===== src/rtl/fair_arb_pkg.sv =====
// Shared definitions for the fair/aging arbiter family: state encoding and index helpers.
package fair_arb_pkg;

  localparam logic ST_IDLE = 1'b0;
  localparam logic ST_HOLD = 1'b1;

  typedef enum logic {
    StIdle = ST_IDLE,
    StHold = ST_HOLD
  } arb_state_e;

  // Index width for n requesters; never narrower than one bit.
  function automatic int unsigned idx_w(input int unsigned n);
    return (n > 1) ? $clog2(n) : 1;
  endfunction

  function automatic int unsigned wrap_inc(input int unsigned idx, input int unsigned n);
    return (idx + 1 >= n) ? 0 : idx + 1;
  endfunction

endpackage


===== src/rtl/rr_max_select.sv =====
// Combinational max-priority selector; ties resolve to the first match scanning from start_idx.
module rr_max_select #(
  parameter int unsigned N     = 4,
  parameter int unsigned EFF_W = 3,
  parameter int unsigned IDX_W = 2
) (
  input  logic [N-1:0]       request,
  input  logic [N*EFF_W-1:0] eff,
  input  logic [IDX_W-1:0]   start_idx,
  output logic [IDX_W-1:0]   winner,
  output logic               found
);

  logic [EFF_W-1:0] eff_arr [N];
  logic [IDX_W:0]   scan_sum;
  logic [IDX_W-1:0] scan_idx;
  logic [EFF_W-1:0] best_eff;

  for (genvar g = 0; g < N; g++) begin : g_unpack
    assign eff_arr[g] = eff[g*EFF_W +: EFF_W];
  end

  // Strict '>' keeps the earliest candidate in scan order among equals.
  always_comb begin
    winner   = '0;
    found    = 1'b0;
    best_eff = '0;
    scan_sum = '0;
    scan_idx = '0;
    for (int unsigned k = 0; k < N; k++) begin
      scan_sum = {1'b0, start_idx} + (IDX_W+1)'(k);
      if (scan_sum >= (IDX_W+1)'(N)) begin
        scan_sum = scan_sum - (IDX_W+1)'(N);
      end
      scan_idx = scan_sum[IDX_W-1:0];
      if (request[scan_idx] && (!found || (eff_arr[scan_idx] > best_eff))) begin
        found    = 1'b1;
        best_eff = eff_arr[scan_idx];
        winner   = scan_idx;
      end
    end
  end

endmodule


===== src/rtl/aging_priority_arbiter.sv =====
// Priority arbiter with per-requester aging boost, round-robin tie-break and optional grant lock.
module aging_priority_arbiter
  import fair_arb_pkg::*;
#(
  parameter int unsigned NUM_REQUESTERS = 4,
  parameter int unsigned PRIORITY_WIDTH = 2,
  parameter int unsigned AGE_WIDTH      = 4,
  parameter int unsigned AGE_THRESHOLD  = 8,
  parameter int unsigned LOCK_ENABLE    = 0,
  localparam int unsigned IDX_W         = idx_w(NUM_REQUESTERS)
) (
  input  logic                                   clk,
  input  logic                                   rst,
  input  logic [NUM_REQUESTERS-1:0]              request,
  input  logic [NUM_REQUESTERS*PRIORITY_WIDTH-1:0] priorities,
  input  logic                                   lock_release,
  output logic [NUM_REQUESTERS-1:0]              grant,
  output logic [IDX_W-1:0]                       grant_idx,
  output logic                                   valid,
  output logic [NUM_REQUESTERS-1:0]              boosted
);

  localparam int unsigned EFF_W = PRIORITY_WIDTH + 1;
  localparam logic [AGE_WIDTH-1:0] AGE_MAX = '1;
  localparam logic [AGE_WIDTH-1:0] AGE_THR = AGE_WIDTH'(AGE_THRESHOLD);

  arb_state_e                  state_q, state_d;
  logic [NUM_REQUESTERS-1:0]   grant_q, grant_d;
  logic [IDX_W-1:0]            grant_idx_q, grant_idx_d;
  logic                        valid_q, valid_d;
  logic [NUM_REQUESTERS-1:0]   boosted_q, boosted_d;
  logic [IDX_W-1:0]            last_grant_idx_q, last_grant_idx_d;
  logic [AGE_WIDTH-1:0]        age_q [NUM_REQUESTERS];
  logic [AGE_WIDTH-1:0]        age_d [NUM_REQUESTERS];

  logic [NUM_REQUESTERS*EFF_W-1:0] eff;
  logic [IDX_W-1:0]                start_idx;
  logic [IDX_W-1:0]                winner;
  logic                            found;
  logic [NUM_REQUESTERS-1:0]       winner_oh;
  logic                            hold_drop;

  // Aged requesters sit above every un-aged one regardless of base priority.
  for (genvar i = 0; i < NUM_REQUESTERS; i++) begin : g_eff
    assign eff[i*EFF_W +: EFF_W] =
        {age_q[i] >= AGE_THR, priorities[i*PRIORITY_WIDTH +: PRIORITY_WIDTH]};
  end

  assign start_idx = IDX_W'(wrap_inc(32'(last_grant_idx_q), NUM_REQUESTERS));

  rr_max_select #(
    .N     (NUM_REQUESTERS),
    .EFF_W (EFF_W),
    .IDX_W (IDX_W)
  ) u_select (
    .request   (request),
    .eff       (eff),
    .start_idx (start_idx),
    .winner    (winner),
    .found     (found)
  );

  assign winner_oh = NUM_REQUESTERS'(1) << winner;
  assign hold_drop = lock_release || !request[grant_idx_q];

  always_comb begin
    state_d          = state_q;
    grant_d          = grant_q;
    grant_idx_d      = grant_idx_q;
    valid_d          = valid_q;
    last_grant_idx_d = last_grant_idx_q;
    unique case (state_q)
      StIdle: begin
        if (found) begin
          grant_d          = winner_oh;
          grant_idx_d      = winner;
          valid_d          = 1'b1;
          last_grant_idx_d = winner;
          if (LOCK_ENABLE != 0) begin
            state_d = StHold;
          end
        end else begin
          grant_d = '0;
          valid_d = 1'b0;
        end
      end
      StHold: begin
        if (hold_drop) begin
          grant_d = '0;
          valid_d = 1'b0;
          state_d = StIdle;
        end
      end
      default: begin
        grant_d = '0;
        valid_d = 1'b0;
        state_d = StIdle;
      end
    endcase
  end

  // A requester granted at this edge (including a lock holder) restarts its wait from zero.
  always_comb begin
    for (int unsigned i = 0; i < NUM_REQUESTERS; i++) begin
      if (grant_d[i] || !request[i]) begin
        age_d[i] = '0;
      end else if (age_q[i] != AGE_MAX) begin
        age_d[i] = age_q[i] + 1'b1;
      end else begin
        age_d[i] = age_q[i];
      end
      boosted_d[i] = (age_d[i] >= AGE_THR);
    end
  end

  always_ff @(posedge clk) begin
    if (rst) begin
      state_q          <= StIdle;
      grant_q          <= '0;
      grant_idx_q      <= '0;
      valid_q          <= 1'b0;
      boosted_q        <= '0;
      last_grant_idx_q <= IDX_W'(NUM_REQUESTERS - 1);
      for (int unsigned i = 0; i < NUM_REQUESTERS; i++) begin
        age_q[i] <= '0;
      end
    end else begin
      state_q          <= state_d;
      grant_q          <= grant_d;
      grant_idx_q      <= grant_idx_d;
      valid_q          <= valid_d;
      boosted_q        <= boosted_d;
      last_grant_idx_q <= last_grant_idx_d;
      for (int unsigned i = 0; i < NUM_REQUESTERS; i++) begin
        age_q[i] <= age_d[i];
      end
    end
  end

  assign grant     = grant_q;
  assign grant_idx = grant_idx_q;
  assign valid     = valid_q;
  assign boosted   = boosted_q;

  a_grant_onehot : assert property (@(posedge clk) disable iff (rst) $onehot0(grant_q));
  a_valid_match  : assert property (@(posedge clk) disable iff (rst) valid_q == (|grant_q));

endmodule

===== config.mk =====
export PLATFORM = sky130hd
export DESIGN_NAME = aging_priority_arbiter
export DESIGN_NICKNAME = d
export VERILOG_FILES = /design/src/rtl/fair_arb_pkg.sv /design/src/rtl/rr_max_select.sv /design/src/rtl/aging_priority_arbiter.sv
export SDC_FILE = /design/constraint.sdc
export NUM_CORES = 1
export LEC_CHECK = 0
export BUFFER_PORTS_ARGS = -buffer_cell sky130_fd_sc_hd__clkbuf_2
export CAP_MARGIN = 30
export CORE_MARGIN = 2
export CORE_UTILIZATION = 40
export DETAILED_ROUTE_END_ITERATION = 6
export HOLD_SLACK_MARGIN = 0.06
export PLACE_DENSITY = 0.59
export SYNTH_ARGS = -nofsm -noshare
export SYNTH_HDL_FRONTEND = slang
export SYNTH_SLANG_ARGS = --single-unit
export TNS_END_PERCENT = 20

===== constraint.sdc =====
create_clock -name clk -period 7.1 [get_ports clk]
set_input_delay 0.355 -clock clk [delete_from_list [all_inputs] [get_ports clk]]
set_output_delay 0.355 -clock clk [all_outputs]
set_load 0.02 [all_outputs]

==> run summary <==
The run gives 0 as the number of resized instances in the post-cts repair step. The logs give 0 ns for the total negative slack and 0.27 ns for the later-pin clock latency in the skew report. Counting the fill cells in the layout gives 530. After floorplanning, the core was sized to cover 5439 um^2.

Net total in the final layout: 306. Sorting the synthesized cells by area gives the leading types as sky130_fd_sc_hd__dfxtp_1, sky130_fd_sc_hd__mux2i_1, sky130_fd_sc_hd__ha_1, sky130_fd_sc_hd__nand2_1, sky130_fd_sc_hd__mux2_2. The worst register-to-register path ends at grant[0]. The count of nets left with antenna violations once routing finished came out at 0. The tools report the max-capacitance violation count as 0. The count of buffers added by post-CTS timing repair for setup came out at 0. Share of synthesized cell area in and, or, nand and nor gates: 0.2209.

Setup repair after global routing left no endpoint under its margin. After synthesis the cells add up to 2237 um^2. The tools report the total nets after synthesis as 284. Once placement completed, the tool counted placed cells totaling 342. The flow ran to the end, and the final reports show no timing, DRC or antenna violations.

Row generation in the floorplan step produced 27 rows. The share of synthesized area spent on multiplexers came out at 0.1723. The tools report the category of the worst setup path launch point as a flip-flop. Counting flops with a built-in enable in the synthesized netlist gives 0. The total via count after detailed routing was 1886; the initial antenna violation count was 0.

From synthesis to final layout, the design area changed by 10.63%. After global routing the overflow that remains totals 0. CTS saw 26 sinks. Counting every instance in the synthesized netlist gives 253. The slew at the pin with the worst max-slew slack was 0.6006 ns. TritonCTS built the clock tree. The most common cell after layout, fill and taps aside is sky130_fd_sc_hd__dfxtp_1. The first global-routing pass estimated 8.293 mm of wire.

Clock tree synthesis selected as its root buffer the cell sky130_fd_sc_hd__clkbuf_8. The layout cell share with drive strength beyond 1 works out to 0.2007. After detailed routing, the total wire length is 4.709 mm. For the arrival time at the worst endpoint, the log shows 6.56 ns. The placer's final routability congestion estimate was 0.8553.

The xor-xnor portion of the synthesized cell area works out to 0.02796. The post-synthesis sequential area ratio was 0.2327; the number of buffers created by CTS was 3. The initial core utilization was 0.4113; the setup violation total in the final timing report was 0.

The most used flip-flop cell after synthesis is sky130_fd_sc_hd__dfxtp_1. The area share of the leading cell type in the synthesized netlist works out to 0.2327. Yosys mapped the design onto 52 distinct sky130hd cell types. Combinational family with the most area after synthesis: simple AND/OR/NAND/NOR gates. After detailed routing, the number of remaining DRC violations is 0. The number of vias per cell was 5.451; the total track usage was 0.1639.

The worst setup path is captured at a flip-flop. For the final number of max-transition violations, the log shows 0. The adder and majority gate portion of the synthesized area works out to 0.08949. The number of global-route vias before repair was 1824.

The worst hold path begins at rst. The chip height was 78.79 um; the number of DRC violations after detailed-routing iteration 0 was 70. The type of the tightest min-delay check is input pin to flip-flop.

The fraction of registers with async set/reset was 0; the total half-perimeter wirelength after legalization and detailed placement was 3.759 mm. Along the worst path, the maximum fanout reaches 13. Clock skew on the completed layout was measured at 0.008546 ns. The longest clock path from root to sink contains 2 buffers. The maximum level of the CTS H-tree is 1, and the width of the chip is 78.79 um. For this design the top-level I/O count stands at 26.

The synthesized design contains 26 register bits. For the final number of hold-violating endpoints, the log shows 0. The path with the worst hold slack has its endpoint at state_q. The tools report the worst reg-to-reg setup slack as 0.76 ns. Data on the critical path is required at its endpoint by 7.32 ns.

The run gives 30 as the pin count of the biggest net entering global routing. Dividing the synthesized area by the synthesized cell count gives 8.842 um^2. During synthesis, Yosys emitted a total of 0 warnings. Counting I/O delays and the setup requirement, the final critical path takes 6.344 ns. The pre-antenna-repair detailed-routing pass consisted of 4 iterations. For this run, the top clock speed supported by timing is 157.6 MHz.

The biggest area consumer among synthesized cells was sky130_fd_sc_hd__dfxtp_1. The library cells used most frequently in the layout, excluding fill and tap cells, are sky130_fd_sc_hd__dfxtp_1, sky130_fd_sc_hd__mux2i_1, sky130_fd_sc_hd__nand2_1, sky130_fd_sc_hd__clkbuf_2, sky130_fd_sc_hd__ha_1. Along the worst hold path, the cell count comes to 2.

The number of buffers added to fix hold violations after cts came out at 0. Leaving out filler cells and counting taps, the final layout contains 346. The number of cells on the worst reg-to-reg path was 22. Dividing the detail-routed wire length by the instance count gives 13.61 um.

The setup path with the least slack is of type flip-flop to flip-flop. The run gives 0.5996 as the worst slew margin relative to its limit. The tools report the startpoint of the worst-slack reg-to-reg timing path as last_grant_idx_q[1].

0 antenna diodes ended up in the layout. Compound-cell area share of the yosys netlist: 0.2114. The share of the clock period used by the worst path was 0.8935.

The clock transition at the registers of the reported paths works out to 0.09 ns. The count of input and output buffers works out to 25. The area of the die was 6207 um^2.
metrics by stage:
step	hold WS (ns)	utilization	cell area [um^2]	setup WS (ns)
global placement	0.4568	0.4419	2404	0.8952
finish	0.4399	0.4550	2475	0.7562
detailed placement	0.4735	0.4419	2404	0.7827
global route	0.4699	0.4550	2475	0.1746
floorplan	0.4414	-	2237	1.425
CTS	0.4429	0.4550	2475	0.7129
layer usage:
metal | part of all wire | wire length [um] | vias up | global-route usage
met1 | 0.49 | 2307 | 870 | 0.2156
met5 | 0 | 0 | - | 0
met2 | 0.47 | 2224 | 32 | 0.2863
li1 | - | - | 978 | -
met3 | 0.024 | 112 | 6 | 0.01136
met4 | 0.014 | 65 | 0 | 0.05088
synth_stat cells, types with 8 or more instances:
cell	n
sky130_fd_sc_hd__nand3_1	12
sky130_fd_sc_hd__dfxtp_1	26
sky130_fd_sc_hd__mux2_2	8
sky130_fd_sc_hd__nor3_1	13
sky130_fd_sc_hd__mux2i_1	25
sky130_fd_sc_hd__nor2b_1	9
sky130_fd_sc_hd__ha_1	16
sky130_fd_sc_hd__a21oi_1	11
sky130_fd_sc_hd__nand2_1	25
sky130_fd_sc_hd__inv_1	8
sky130_fd_sc_hd__nor2_1	15
flip-flops by register name (all words and copies together) (netlist names):
signal	flops
boosted	2
last_grant_idx_q	2
state_q	1
grant	4
age_q	14
grant_idx	2
valid	1
worst max-delay path: stages (launching register included):
cell,delay (ns)
sky130_fd_sc_hd__dfxtp_1,0.33
sky130_fd_sc_hd__ha_1,0.67
sky130_fd_sc_hd__mux4_2,0.69
sky130_fd_sc_hd__o211ai_1,0.15
sky130_fd_sc_hd__ha_1,0.29
sky130_fd_sc_hd__a211oi_1,0.34
sky130_fd_sc_hd__o21ai_2,0.14
sky130_fd_sc_hd__nand2_1,0.17
sky130_fd_sc_hd__mux2i_1,0.25
sky130_fd_sc_hd__ha_1,0.27
sky130_fd_sc_hd__nor2b_1,0.13
sky130_fd_sc_hd__o21a_1,0.18
sky130_fd_sc_hd__o211ai_1,0.29
sky130_fd_sc_hd__o21ai_4,0.15
sky130_fd_sc_hd__nor2_1,0.11
sky130_fd_sc_hd__a21oi_1,0.05
sky130_fd_sc_hd__ha_1,0.30
sky130_fd_sc_hd__a211oi_1,0.28
sky130_fd_sc_hd__o22ai_1,0.17
sky130_fd_sc_hd__a32oi_1,0.38
sky130_fd_sc_hd__o311ai_2,0.25
sky130_fd_sc_hd__a2111oi_4,0.50
sky130_fd_sc_hd__o21ba_1,0.19
how the worst max path moves through the flow:
| stage | startpoint | endpoint | slack (ns) | cells after the start |
|---|---|---|---|---|
| floorplan | last_grant_idx_q[0] | grant[0] | 1.42 | 23 |
| global placement | last_grant_idx_q[0] | grant[0] | 0.90 | 22 |
| detailed placement | last_grant_idx_q[1] | age_q[0][2] | 0.78 | 22 |
| CTS | last_grant_idx_q[1] | grant[0] | 0.71 | 22 |
| global route | last_grant_idx_q[1] | age_q[0][1] | 0.17 | 22 |
| finish | last_grant_idx_q[1] | grant[0] | 0.76 | 22 |
layout make-up:
type	count	area, um^2	area share
multi-input combinational	208	1615	0.6527
sequential	26	520.5	0.2103
timing repair buffer	28	147.6	0.05966
tap	72	90.09	0.03640
clock buffer	3	41.29	0.01668
clock inverter	1	30.03	0.01213
inverter	8	30.03	0.01213
cells by family after synthesis:
family / after synthesis
AO/OA/AOI/OAI: 58
XOR/XNOR: 5
adder cells (fa/ha/maj): 16
buffers and inverters: 19
flip-flops: 26
multiplexers: 35
AND/OR/NAND/NOR: 94
Power is left out: the tool's default activity adds up to more than one toggle a clock period on the data nets, which glitch-free logic cannot reach.
